File: src/rtl/hs_arbiter_pkg.sv
// hs_pkg: shared FSM state type, default widths and requester ids for hs_arbiter
package hs_pkg;
  typedef enum logic [1:0] {IDLE, SEND, RET} state_t;
  localparam int DW_DEF = 3;
  localparam int CW_DEF = 8;
  localparam logic ID_A = 1'b0;
  localparam logic ID_B = 1'b1;
endpackage

File: src/rtl/hs_arbiter_if.sv
// hs_arbiter_if: two-requester four-phase handshake bus plus downstream channel and counters
interface hs_arbiter_if import hs_pkg::*; #(
  parameter int DW = DW_DEF,
  parameter int CW = CW_DEF
);
  logic          req_a, req_b, ack_a, ack_b;
  logic [DW-1:0] data_a, data_b, data_out;
  logic          req_out, ack_out, gnt;
  logic [CW-1:0] cnt_a, cnt_b;
  modport slave (
    input  req_a, req_b, data_a, data_b, ack_out,
    output ack_a, ack_b, req_out, data_out, gnt, cnt_a, cnt_b
  );
  modport master (
    output req_a, req_b, data_a, data_b, ack_out,
    input  ack_a, ack_b, req_out, data_out, gnt, cnt_a, cnt_b
  );
endinterface

File: src/rtl/hs_arbiter_sync2.sv
// hs_sync2: resettable two-flop single-bit synchroniser
module hs_sync2 (
  input  logic clk,
  input  logic rst_n,
  input  logic d,
  output logic q
);
  logic m;
  // shift the input through two flops, clearing both on reset
  always_ff @(posedge clk or negedge rst_n)
    if (!rst_n) {q, m} <= 2'b00;
    else {q, m} <= {m, d};
endmodule

File: src/rtl/hs_arbiter.sv
// hs_arbiter: round-robin two-way four-phase handshake arbiter; HS_ARBITER_SYNC_EN adds input synchronisers
module hs_arbiter import hs_pkg::*; #(
  parameter int DW = DW_DEF,
  parameter int CW = CW_DEF
) (
  input logic          clk,
  input logic          rst_n,
  hs_arbiter_if.slave  bus
);
  state_t        state, state_nx;
  logic          req_a_s, req_b_s, ack_s, ptr, pick, req_g;
  logic [DW-1:0] data_sel;
`ifdef HS_ARBITER_SYNC_EN
  hs_sync2 u_sync_a (.clk(clk), .rst_n(rst_n), .d(bus.req_a),   .q(req_a_s));
  hs_sync2 u_sync_b (.clk(clk), .rst_n(rst_n), .d(bus.req_b),   .q(req_b_s));
  hs_sync2 u_sync_k (.clk(clk), .rst_n(rst_n), .d(bus.ack_out), .q(ack_s));
`else
  assign req_a_s = bus.req_a;
  assign req_b_s = bus.req_b;
  assign ack_s   = bus.ack_out;
`endif
  // state register
  always_ff @(posedge clk or negedge rst_n)
    if (!rst_n) state <= IDLE;
    else state <= state_nx;
  // grant choice and next state; a contested grant goes to the round-robin pointer
  always_comb begin
    pick     = (req_a_s & req_b_s) ? ptr : req_b_s;
    data_sel = pick ? bus.data_b : bus.data_a;
    req_g    = bus.gnt ? req_b_s : req_a_s;
    state_nx = (state == IDLE && !ack_s && (req_a_s | req_b_s)) ? SEND :
               (state == SEND && ack_s)                         ? RET  :
               (state == RET && !ack_s && !req_g)               ? IDLE : state;
  end
  // registered outputs, updated only on the edge that performs a transition
  always_ff @(posedge clk or negedge rst_n)
    if (!rst_n) begin
      bus.req_out  <= 1'b0;
      bus.ack_a    <= 1'b0;
      bus.ack_b    <= 1'b0;
      bus.data_out <= '0;
      bus.gnt      <= ID_A;
      bus.cnt_a    <= '0;
      bus.cnt_b    <= '0;
      ptr          <= ID_A;
    end else if (state == IDLE && state_nx == SEND) begin
      bus.data_out <= data_sel;
      bus.gnt      <= pick;
      bus.req_out  <= 1'b1;
    end else if (state == SEND && state_nx == RET) begin
      bus.req_out <= 1'b0;
      bus.ack_a   <= bus.gnt == ID_A;
      bus.ack_b   <= bus.gnt == ID_B;
    end else if (state == RET && state_nx == IDLE) begin
      bus.ack_a <= 1'b0;
      bus.ack_b <= 1'b0;
      if (bus.gnt == ID_B) bus.cnt_b <= bus.cnt_b + CW'(1);
      else bus.cnt_a <= bus.cnt_a + CW'(1);
      ptr <= ~bus.gnt;
    end
endmodule
File: src/flat_wrapper.sv
// flat-port wrapper written by rule: the top's interface ports become plain ports
module hs_arbiter_flat import hs_pkg::*;
#(
  parameter int DW = DW_DEF,
  parameter int CW = CW_DEF
)
  (clk, rst_n, bus_req_a, bus_req_b, bus_data_a, bus_data_b, bus_ack_out, bus_ack_a, bus_ack_b, bus_req_out, bus_data_out, bus_gnt, bus_cnt_a, bus_cnt_b);
  hs_arbiter_if #(.DW(DW), .CW(CW)) bus_i ();
  input logic clk;
  input logic rst_n;
  input wire logic [$bits(bus_i.req_a)-1:0] bus_req_a;
  input wire logic [$bits(bus_i.req_b)-1:0] bus_req_b;
  input wire logic [$bits(bus_i.data_a)-1:0] bus_data_a;
  input wire logic [$bits(bus_i.data_b)-1:0] bus_data_b;
  input wire logic [$bits(bus_i.ack_out)-1:0] bus_ack_out;
  output wire logic [$bits(bus_i.ack_a)-1:0] bus_ack_a;
  output wire logic [$bits(bus_i.ack_b)-1:0] bus_ack_b;
  output wire logic [$bits(bus_i.req_out)-1:0] bus_req_out;
  output wire logic [$bits(bus_i.data_out)-1:0] bus_data_out;
  output wire logic [$bits(bus_i.gnt)-1:0] bus_gnt;
  output wire logic [$bits(bus_i.cnt_a)-1:0] bus_cnt_a;
  output wire logic [$bits(bus_i.cnt_b)-1:0] bus_cnt_b;
  assign bus_i.req_a = bus_req_a;
  assign bus_i.req_b = bus_req_b;
  assign bus_i.data_a = bus_data_a;
  assign bus_i.data_b = bus_data_b;
  assign bus_i.ack_out = bus_ack_out;
  assign bus_ack_a = bus_i.ack_a;
  assign bus_ack_b = bus_i.ack_b;
  assign bus_req_out = bus_i.req_out;
  assign bus_data_out = bus_i.data_out;
  assign bus_gnt = bus_i.gnt;
  assign bus_cnt_a = bus_i.cnt_a;
  assign bus_cnt_b = bus_i.cnt_b;
  hs_arbiter #(.DW(DW), .CW(CW)) u_core (.clk(clk), .rst_n(rst_n), .bus(bus_i));
endmodule
File: config.mk
export PLATFORM = sky130hd
export DESIGN_NAME = hs_arbiter_flat
export DESIGN_NICKNAME = d
export VERILOG_FILES = /design/src/rtl/hs_arbiter_pkg.sv /design/src/rtl/hs_arbiter_if.sv /design/src/rtl/hs_arbiter_sync2.sv /design/src/rtl/hs_arbiter.sv /design/src/flat_wrapper.sv
export SDC_FILE = /design/constraint.sdc
export NUM_CORES = 1
export LEC_CHECK = 0
export CAP_MARGIN = 20
export CORE_ASPECT_RATIO = 1.1
export CORE_MARGIN = 1.5
export CORE_UTILIZATION = 35
export DETAILED_ROUTE_END_ITERATION = 10
export PLACE_DENSITY = 0.65
export SLEW_MARGIN = 20
export SYNTH_ARGS = -nofsm -noshare
export SYNTH_HDL_FRONTEND = slang
export SYNTH_SLANG_ARGS = --single-unit
File: constraint.sdc
create_clock -name clk -period 2.05 [get_ports clk]
set_clock_uncertainty 0.2 [all_clocks]
set_input_delay 0.205 -clock clk [delete_from_list [all_inputs] [get_ports clk]]
set_output_delay 0.205 -clock clk [all_outputs]
set_load 0.02 [all_outputs]
==> run_results.csv, run 1 <==
group,metric,value,unit
outcome,outcome,"finished, final reports clean",
synthesis,synth_ff_type,"dfrtp_1",
clock_tree,path_clk_slew,0.13,ns
clock_tree,root_buffer,"clkbuf_4",
critical_path,cp.required,1.64,ns
placement,globalplace.congestion,0.817,
critical_path,critical_path.max_fanout,11,
detailed_routing,viasPerCell,5.01,
floorplan,rows,22,
run,maxCapViolCount,0,
clock_tree,cts_max_level,1,
synthesis,synth_nets,126,
sta,slew_viol_final,0,
placement,portBuffers,33,
sta,rsz0062_at_grt,"false",
synthesis,synth_fa_ha_area_frac,0.0194,
critical_path,crit_type,"reg2out",
clock_tree,cts_buffers,3,
critical_path,arrival,1.46,ns
critical_path,start_kind,"flop",
detailed_routing,dr.pass1.iters,3,
layout,fin_area,0.00173,sq mm
detailed_routing,finalWirelength,2690,microns
synthesis,avgSynthCellArea,11.4,sq um
detailed_routing,via_count,997,
sta,min_period_over_period,0.910,
sta,worst_slew_pin_slew,0.360,ns
layout,areaGrowthSynthToFinish,33.6,%
sta,final.setup.tns,0,ns
synthesis,synthSimpleGateAreaFrac,0.231,
critical_path,path_buf_inv,1,
detailed_routing,drcViolationCount,0,
placement,dpl.hpwl,2160,microns
critical_path,critPathMaxStageDelay,0.64,ns
synthesis,seq_area_frac_synth,0.503,
synthesis,synth-edff-count,0,
synthesis,synth.area.top_cells,"dfrtp_1 (50%), xor2_1 (5.4%), xnor2_1 (4.1%), nor4_2 (2.9%), a2bb2oi_1 (2.7%)",
critical_path,cp_slowest_cell,"clkdlybuf4s50_1",
layout,antennaDiodeCount,0,
synthesis,syn_inst,113,
critical_path,path_cells,"clkdlybuf4s50_1",
power_and_ir_drop,irDropWorstVdd,0.000570,V
global_route,antenna_found_initial,0,
hold_path,min_path_type,"in2async",
placement,placed_cell_area,0.00170,sq mm
layout,fill_cells,337,
synthesis,yosys-mux-area-fraction,0.0252,
synthesis,ys_warn_count,0,
floorplan,ios,34,
sta,period_needed,1.86,ns
synthesis,yosysTopAreaCell,"dfrtp_1",
global_route,grt_pass1_vias,1046,
power_and_ir_drop,p_per_area,1040,mW/mm^2
clock_tree,cts_tree,"done",
sta,setup_viol,0,
synthesis,synth_top_family_by_area,"simple AND/OR/NAND/NOR gates",
synthesis,synth_compound_area_frac,0.0920,
global_route,overflow,0,
layout,nNetsFinal,166,
floorplan,chipHeight,66.7,microns
detailed_routing,drt_iter0_drc,14,
floorplan,die_x,60.9,microns
sta,max_freq,536,MHz
global_route,groute.usage.overall,0.153,
floorplan,dieArea,0.00407,sq mm
layout,multi_input_area,598,sq um
global_route,grt_max_degree,27,
clock_tree,clockBufferDepth,2,
floorplan,start_util,0.376,
critical_path,crit_family,"buffers and inverters",
synthesis,synth_top_area_frac,0.503,
power_and_ir_drop,p_leak,0.767,nW
clock_tree,cts_sinks,26,
synthesis,synth_cell_types,39,
synthesis,synth-xor-area-share,0.0949,
clock_tree,insertion_delay,0.31,ns
detailed_routing,drtAntennaViolNets,0,
layout,register_area,652,sq um
sta,slew_headroom,0.754,
global_route,grt_pass1_wl,4660,microns
critical_path,worst_setup_path_end_kind,"output pin",
synthesis,ys_async_sr_fraction,1.00,
synthesis,ys_seq_elements,26,
layout,drive_gt1_frac,0.139,
sta,finalHoldViolCount,0,
clock_tree,postCtsSetupRepairBufs,0,
floorplan,coreArea,0.00344,sq mm
synthesis,netlist_area,0.00129,sq mm
detailed_routing,wl_per_cell,13.5,microns
-- stage by stage --
step                setup slack [ns]  hold slack [ns]  power [W]  utilization  instances
floorplan                      0.298           -0.291    0.00125            -        113
global placement              0.0894            0.261    0.00158        0.495        196
detailed placement            0.0477            0.272    0.00161        0.495        196
CTS                           0.0433           0.0413    0.00182        0.501        199
global route                   0.114           0.0560    0.00193        0.502        199
finish                         0.185           0.0368    0.00179        0.502        199
-- cells in the mapped netlist, drive strengths merged, types with 2 or more instances --
| library cell | count |
|---|---|
| a21o | 2 |
| a21oi | 3 |
| a2bb2oi | 4 |
| and2 | 2 |
| buf | 3 |
| clkbuf | 2 |
| dfrtp | 26 |
| ha | 2 |
| inv | 3 |
| mux2 | 2 |
| nand2 | 4 |
| nand3 | 7 |
| nand3b | 3 |
| nor2 | 7 |
| nor2b | 2 |
| nor3 | 6 |
| nor4 | 4 |
| o32ai | 3 |
| xnor2 | 6 |
| xor2 | 8 |
-- registers in the layout, indices dropped and copies added (netlist names) --
name,flops
u_core.bus.ack_a,1
u_core.bus.ack_b,1
u_core.bus.cnt_a,8
u_core.bus.cnt_b,8
u_core.bus.data_out,3
u_core.bus.gnt,1
u_core.bus.req_out,1
u_core.ptr,1
u_core.state,2
-- worst paths after layout --
| check | startpoint | end | slack, ns | cells after the start |
|---|---|---|---|---|
| setup / recovery | u_core.bus.gnt | bus_gnt | 0.19 | 1 |
| hold / removal | rst_n | u_core.bus.cnt_b[4] | 0.04 | 2 |
| setup reg to reg | u_core.state[0] | u_core.bus.cnt_a[7] | 0.25 | 3 |
| hold reg to reg | u_core.bus.cnt_b[7] | u_core.bus.cnt_b[7] | 0.28 | 1 |
| max in group asynchronous | rst_n | u_core.bus.gnt | 1.35 | 2 |
| min in group clk | u_core.bus.cnt_b[7] | u_core.bus.cnt_b[7] | 0.28 | 1 |
-- layer usage --
metal,share of wire,routed length [microns],up-vias,GRT usage
met5,0,0,-,0
met4,0.0063,17,0,0.0489
met3,0.048,129,2,0.0350
met2,0.52,1390,23,0.263
met1,0.43,1150,484,0.186
li1,-,-,488,-
-- cell usage in the layout, fill, tap and decap left out, types with 4 or more instances in the layout --
cell type / instances
a2bb2oi_1: 4
buf_4: 7
clkdlybuf4s50_1: 33
dfrtp_1: 25
nand2_1: 4
nand3_1: 7
nor2_1: 7
nor3_1: 5
xnor2_1: 6
xor2_1: 8
-- where the power goes --
part / internal (W) / leakage [nW] / switching [W] / total, W
Sequential: 0.000654 / 0.330 / 0.000166 / 0.000821
Combinational: 0.000402 / 0.423 / 0.000362 / 0.000764
Clock: 0.0000686 / 0.0138 / 0.000138 / 0.000207
-- final cells by class --
class                           count  area share
Tap cell                           48      0.0348
Clock buffer                        3      0.0130
Sequential cell                    26       0.378
Timing Repair Buffer               40       0.222
Multi-Input combinational cell     79       0.346
Inverter                            3     0.00652
-- kinds of logic after synthesis --
logic type | Yosys count
buffers and inverters | 8
muxes | 3
adders and majority gates | 2
DFF | 26
and+or+nand+nor | 45
AOI/OAI and AO/OA | 15
xor gates and xnor gates | 14
-- timing repair --
item | in CTS | in global routing
endpoints found under the setup margin | 0 | 1
resized for setup | 0 | 1
hold buffers | 0 | 0
(Power assumes the default switching activity.)
==> inputs of run 2 (changes only) <==
--- a/config.mk
+++ b/config.mk
@@ -8,9 +8,9 @@
 export CAP_MARGIN = 20
 export CORE_ASPECT_RATIO = 1.1
 export CORE_MARGIN = 1.5
-export CORE_UTILIZATION = 35
+export CORE_UTILIZATION = 47
 export DETAILED_ROUTE_END_ITERATION = 10
-export PLACE_DENSITY = 0.65
+export PLACE_DENSITY = 0.82
 export SLEW_MARGIN = 20
 export SYNTH_ARGS = -nofsm -noshare
 export SYNTH_HDL_FRONTEND = slang
==> run_results.csv, run 2 (synthesis results as in run 1) <==
group,metric,value,unit
clock_tree,cts_max_level,1,
detailed_routing,viasPerCell,5.58,
critical_path,path_cells,"clkdlybuf4s50_1",
critical_path,critical_path.max_fanout,8,
critical_path,cp_slowest_cell,"clkdlybuf4s50_1",
critical_path,rrSetupSlack,0.27,ns
layout,finish.utilization,0.670,
clock_tree,cts_resized,0,
power_and_ir_drop,p_int,0.00112,W
power_and_ir_drop,p_clk_frac,0.115,
sta,final.setup.tns,0,ns
critical_path,reg2reg_to,"u_core.bus.cnt_a[7]",
outcome,outcome,"finished, final reports clean",
power_and_ir_drop,p_per_area,1060,mW/mm^2
floorplan,die_x,53,microns
critical_path,crit_type,"reg2out",
layout,multi_input_area,598,sq um
global_route,grt_max_degree,27,
layout,final_common_cell,"clkdlybuf4s50_1",
layout,top_regs,"u_core.bus.cnt_a: 8 flops, u_core.bus.cnt_b: 8 flops, u_core.bus.data_out: 3 flops",
power_and_ir_drop,switching_power,0.000676,W
floorplan,coreArea,0.00254,sq mm
layout,areaGrowthSynthToFinish,31.8,%
global_route,overflow,0,
sta,max_freq,527,MHz
critical_path,arrival,1.49,ns
layout,antennaDiodeCount,0,
floorplan,rows,19,
sta,finalHoldViolCount,0,
sta,worst_slew_pin_slew,0.314,ns
clock_tree,cts_buffers,3,
power_and_ir_drop,power_frac_comb,0.432,
run,maxCapViolCount,0,
critical_path,start_kind,"flop",
hold_path,min_path_type,"in2async",
critical_path,critPathMaxStageDelay,0.67,ns
clock_tree,path_clk_slew,0.13,ns
critical_path,worst_setup_path_end_kind,"output pin",
critical_path,path_buf_inv,1,
sta,setup_viol,0,
layout,register_area,651,sq um
clock_tree,clockBufferDepth,2,
detailed_routing,drtAntennaViolNets,0,
placement,globalplace.congestion,0.823,
layout,drive_gt1_frac,0.132,
layout,final_cell_mix,"clkdlybuf4s50_1 (33), dfrtp_1 (26), xor2_1 (8)",
sta,slew_viol_final,0,
layout,fin_area,0.00170,sq mm
power_and_ir_drop,switching_share,0.375,
clock_tree,postCtsSetupRepairBufs,0,
clock_tree,root_buffer,"clkbuf_4",
power_and_ir_drop,p_leak,0.768,nW
global_route,groute.usage.overall,0.203,
detailed_routing,via_count,1015,
sta,period_needed,1.90,ns
layout,nNetsFinal,166,
critical_path,r2r_start,"u_core.state[0]",
placement,dpl.hpwl,2100,microns
sta,rsz0062_at_grt,"false",
clock_tree,cts_tree,"done",
clock_tree,insertion_delay,0.31,ns
detailed_routing,finalWirelength,2680,microns
power_and_ir_drop,total_power,0.00180,W
critical_path,crit_family,"buffers and inverters",
global_route,grt_pass1_wl,4530,microns
placement,placed_cell_area,0.00168,sq mm
floorplan,dieArea,0.00307,sq mm
critical_path,cp.required,1.64,ns
detailed_routing,wl_per_cell,14.7,microns
floorplan,start_util,0.508,
layout,fill_cells,204,
detailed_routing,drt_iter0_drc,12,
floorplan,chipHeight,58,microns
clock_tree,cts_sinks,26,
power_and_ir_drop,p_seq_frac,0.453,
critical_path,r2r_cells,3,
power_and_ir_drop,irDropWorstVdd,0.000720,V
global_route,antenna_found_initial,0,
global_route,grt_pass1_vias,1026,
detailed_routing,drcViolationCount,0,
sta,min_period_over_period,0.925,
critical_path,setup.worst_path.start,"u_core.bus.gnt",
clock_tree,cts.hold.buffers_added,0,
detailed_routing,dr.pass1.iters,4,
sta,slew_headroom,0.785,
placement,portBuffers,33,
floorplan,ios,34,
## run 2: cell types whose count changed in the layout (fill, tap and decap cells not counted)
cell	previous run	this run
dfrtp_1	25	26
dfrtp_2	1	0
## run 2: area by class of cell
| class | count | area share |
|---|---|---|
| timing repair buffer | 40 | 0.225 |
| tap | 31 | 0.0228 |
| multi-input combinational | 79 | 0.351 |
| sequential | 26 | 0.382 |
| inverter | 3 | 0.00661 |
| clock buffer | 3 | 0.0132 |
## run 2: worst max-delay path by stage
stage                               end  slack (ns)  depth (start not counted)
floorplan           u_core.bus.cnt_a[1]        0.30                          4
finish                          bus_gnt        0.15                          1
global placement    u_core.bus.cnt_b[1]        0.11                          5
global route                    bus_gnt         0.1                          1
CTS                             bus_gnt        0.14                          1
detailed placement  u_core.bus.cnt_a[7]        0.05                          4
## run 2: metrics by stage
| stage | hold WS (ns) | worst slack (ns) | cells |
|---|---|---|---|
| final | 0.0391 | 0.153 | 182 |
| after global routing | 0.0497 | 0.0997 | 182 |
| after CTS | 0.0294 | 0.141 | 182 |
| after detailed placement | 0.259 | 0.0496 | 179 |
| after global placement | 0.255 | 0.108 | 179 |
| after floorplan | -0.291 | 0.298 | 113 |
## run 2: power groups by stage
| stage | clock, W | combinational, W | sequential, W |
|---|---|---|---|
| floorplan | 0 | 0.000350 | 0.000900 |
| global placement | 0 | 0.000764 | 0.000808 |
| detailed placement | 0 | 0.000785 | 0.000819 |
| CTS | 0.000224 | 0.000785 | 0.000817 |
| global route | 0.000246 | 0.000834 | 0.000843 |
| finish | 0.000208 | 0.000777 | 0.000816 |
## run 2: worst register-to-register path: stages, from the launching register on
cell and delay [ns]:
dfrtp_1 0.50, or4b_4 0.55, nor4_2 0.31, xor2_1 0.16
## run 2: layer usage
layer	vias to the layer above	global-route usage	routed length, microns
met5	-	0	0
met4	0	0.0879	56
met3	6	0.0232	92
met2	29	0.359	1460
met1	499	0.247	1070
li1	481	-	-
==> inputs of run 3 (changes only) <==
--- a/config.mk
+++ b/config.mk
@@ -5,12 +5,12 @@
 export SDC_FILE = /design/constraint.sdc
 export NUM_CORES = 1
 export LEC_CHECK = 0
-export CAP_MARGIN = 20
 export CORE_ASPECT_RATIO = 1.1
 export CORE_MARGIN = 1.5
-export CORE_UTILIZATION = 47
+export CORE_UTILIZATION = 60
 export DETAILED_ROUTE_END_ITERATION = 10
-export PLACE_DENSITY = 0.82
+export DONT_BUFFER_PORTS = 1
+export PLACE_DENSITY = 0.8
 export SLEW_MARGIN = 20
 export SYNTH_ARGS = -nofsm -noshare
 export SYNTH_HDL_FRONTEND = slang
==> run_results.csv, run 3 (synthesis results as in run 1) <==
group,metric,value,unit
floorplan,ios,34,
placement,dpl.hpwl,1790,microns
critical_path,path_buf_inv,0,
layout,final_cell_mix,"dfrtp_1 (26), dlygate4sd3_1 (11), xor2_1 (8)",
clock_tree,path_clk_slew,0.12,ns
sta,slew_headroom,0.700,
layout,final_common_cell,"dfrtp_1",
global_route,grt.busiest_layer,"met2",
clock_tree,cts_sinks,26,
power_and_ir_drop,p_leak,0.683,nW
floorplan,coreArea,0.00202,sq mm
power_and_ir_drop,irDropWorstVdd,0.000968,V
floorplan,start_util,0.640,
hold_path,hold_path.startpoint,"bus_ack_out",
sta,period_needed,1.85,ns
critical_path,cp.required,2.06,ns
sta,holdWs,-0.00200,ns
layout,nNetsFinal,141,
layout,finish.utilization,0.728,
critical_path,arrival,1.86,ns
critical_path,critPathMaxStageDelay,0.51,ns
sta,setup_viol,0,
critical_path,crit_family,"simple AND/OR/NAND/NOR gates",
hold_path,min_path_type,"in2reg",
critical_path,worst_setup_path_end_kind,"flop",
placement,globalplace.congestion,0.815,
clock_tree,cts_buffers,3,
critical_path,rrSetupSlack,0.20,ns
global_route,met3_usage,0.0556,
detailed_routing,via_count,931,
detailed_routing,wl_per_cell,16.1,microns
outcome,violations,"negative hold slack",
detailed_routing,drcViolationCount,0,
critical_path,cp_slowest_cell,"dfrtp_1",
sta,finalHoldViolCount,1,
detailed_routing,finalWirelength,2480,microns
global_route,overflow,0,
floorplan,die_x,47.3,microns
layout,antennaDiodeCount,0,
global_route,antenna_found_initial,0,
placement,portBuffers,0,
hold_path,worstHoldPathCells,3,
placement,dpl_worst_slack,0.230,ns
layout,multi_input_area,598,sq um
sta,final.setup.tns,0,ns
critical_path,path_cells,"or3b_4, nor3_4, mux2_2",
global_route,grt_pass1_vias,996,
sta,worst_slew_pin_slew,0.447,ns
global_route,met1_usage,0.273,
critical_path,start_kind,"flop",
hold_path,min_to,"u_core.bus.gnt",
layout,register_area,651,sq um
layout,drive_gt1_frac,0.135,
critical_path,crit_type,"reg2reg",
global_route,grt_max_degree,27,
sta,max_freq,540,MHz
global_route,groute.usage.overall,0.231,
detailed_routing,viasPerCell,6.05,
critical_path,critical_path.max_fanout,10,
floorplan,dieArea,0.00244,sq mm
clock_tree,cts_tree,"done",
clock_tree,insertion_delay,0.31,ns
floorplan,chipHeight,51.7,microns
outcome,outcome,"finished with violations",
critical_path,r2r_start,"u_core.state[1]",
clock_tree,root_buffer,"clkbuf_4",
critical_path,reg2reg_to,"u_core.bus.cnt_a[1]",
critical_path,cp.depth,3,
layout,fill_cells,145,
global_route,met2_usage,0.394,
critical_path,r2r_cells,3,
layout,top_regs,"u_core.bus.cnt_a: 8 flops, u_core.bus.cnt_b: 8 flops, u_core.bus.data_out: 3 flops",
detailed_routing,drt_iter0_drc,13,
sta,slew_viol_final,0,
detailed_routing,dr.pass1.iters,4,
layout,areaGrowthSynthToFinish,13.7,%
clock_tree,cts_resized,0,
sta,rsz0062_at_grt,"false",
clock_tree,cts_max_level,1,
sta,min_period_over_period,0.903,
clock_tree,clockBufferDepth,2,
floorplan,rows,17,
global_route,grt_pass1_wl,4090,microns
sta,fin_ws,0.199,ns
run,maxCapViolCount,0,
power_and_ir_drop,p_per_area,1090,mW/mm^2
detailed_routing,drtAntennaViolNets,0,
==> run 3: through the flow <==
stage	instance area [sq um]	power (W)	hold WS (ns)	std cells
4_1_cts	1470	0.00160	0.00159	154
5_1_grt	1470	0.00169	0.00720	154
3_5_place_dp	1320	0.00135	-0.290	139
2_1_floorplan	1290	0.00125	-0.291	113
6_report	1470	0.00160	-0.00200	154
3_3_place_gp	1320	0.00132	-0.290	139
==> run 3: how the worst max path moves through the flow <==
stage / endpoint / slack (ns) / start
finish: u_core.bus.cnt_a[1] / 0.20 / u_core.state[1]
CTS: u_core.bus.cnt_a[1] / 0.21 / u_core.state[0]
floorplan: u_core.bus.cnt_a[1] / 0.30 / u_core.state[0]
detailed placement: u_core.bus.cnt_a[1] / 0.23 / u_core.state[0]
global route: u_core.bus.cnt_a[1] / 0.16 / u_core.state[1]
global placement: u_core.bus.cnt_a[1] / 0.28 / u_core.state[0]
==> run 3: where the power goes <==
part / total (W) / switching (W) / leakage [nW] / internal [W]
Combinational: 0.000424 / 0.000193 / 0.338 / 0.000231
Clock: 0.000205 / 0.000136 / 0.0138 / 0.0000688
Sequential: 0.000969 / 0.000318 / 0.331 / 0.000652
==> run 3: final cells by class <==
class | count | share of cell area
inverters | 3 | 0.00766
flip-flops and latches | 26 | 0.443
multi-input cells | 79 | 0.407
repair buffers | 15 | 0.104
well taps | 28 | 0.0238
clock buffers | 3 | 0.0153
==> run 3: worst register-to-register path, cell delays in order, from the launching register on <==
cell and delay, ns:
dfrtp_1 0.51, or3b_4 0.47, nor3_4 0.21, mux2_2 0.37
==> run 3: what timing repair did <==
| item | in CTS | in global routing |
|---|---|---|
| hold buffers | 12 | 0 |
| setup buffers | 0 | 0 |
| hold endpoints to repair | 42 | 0 |
==> run 3: layer usage <==
metal / wire length (microns) / up-vias
li1: - / 439
met4: 25 / 0
met1: 1030 / 453
met2: 1280 / 35
met5: 0 / -
met3: 142 / 4
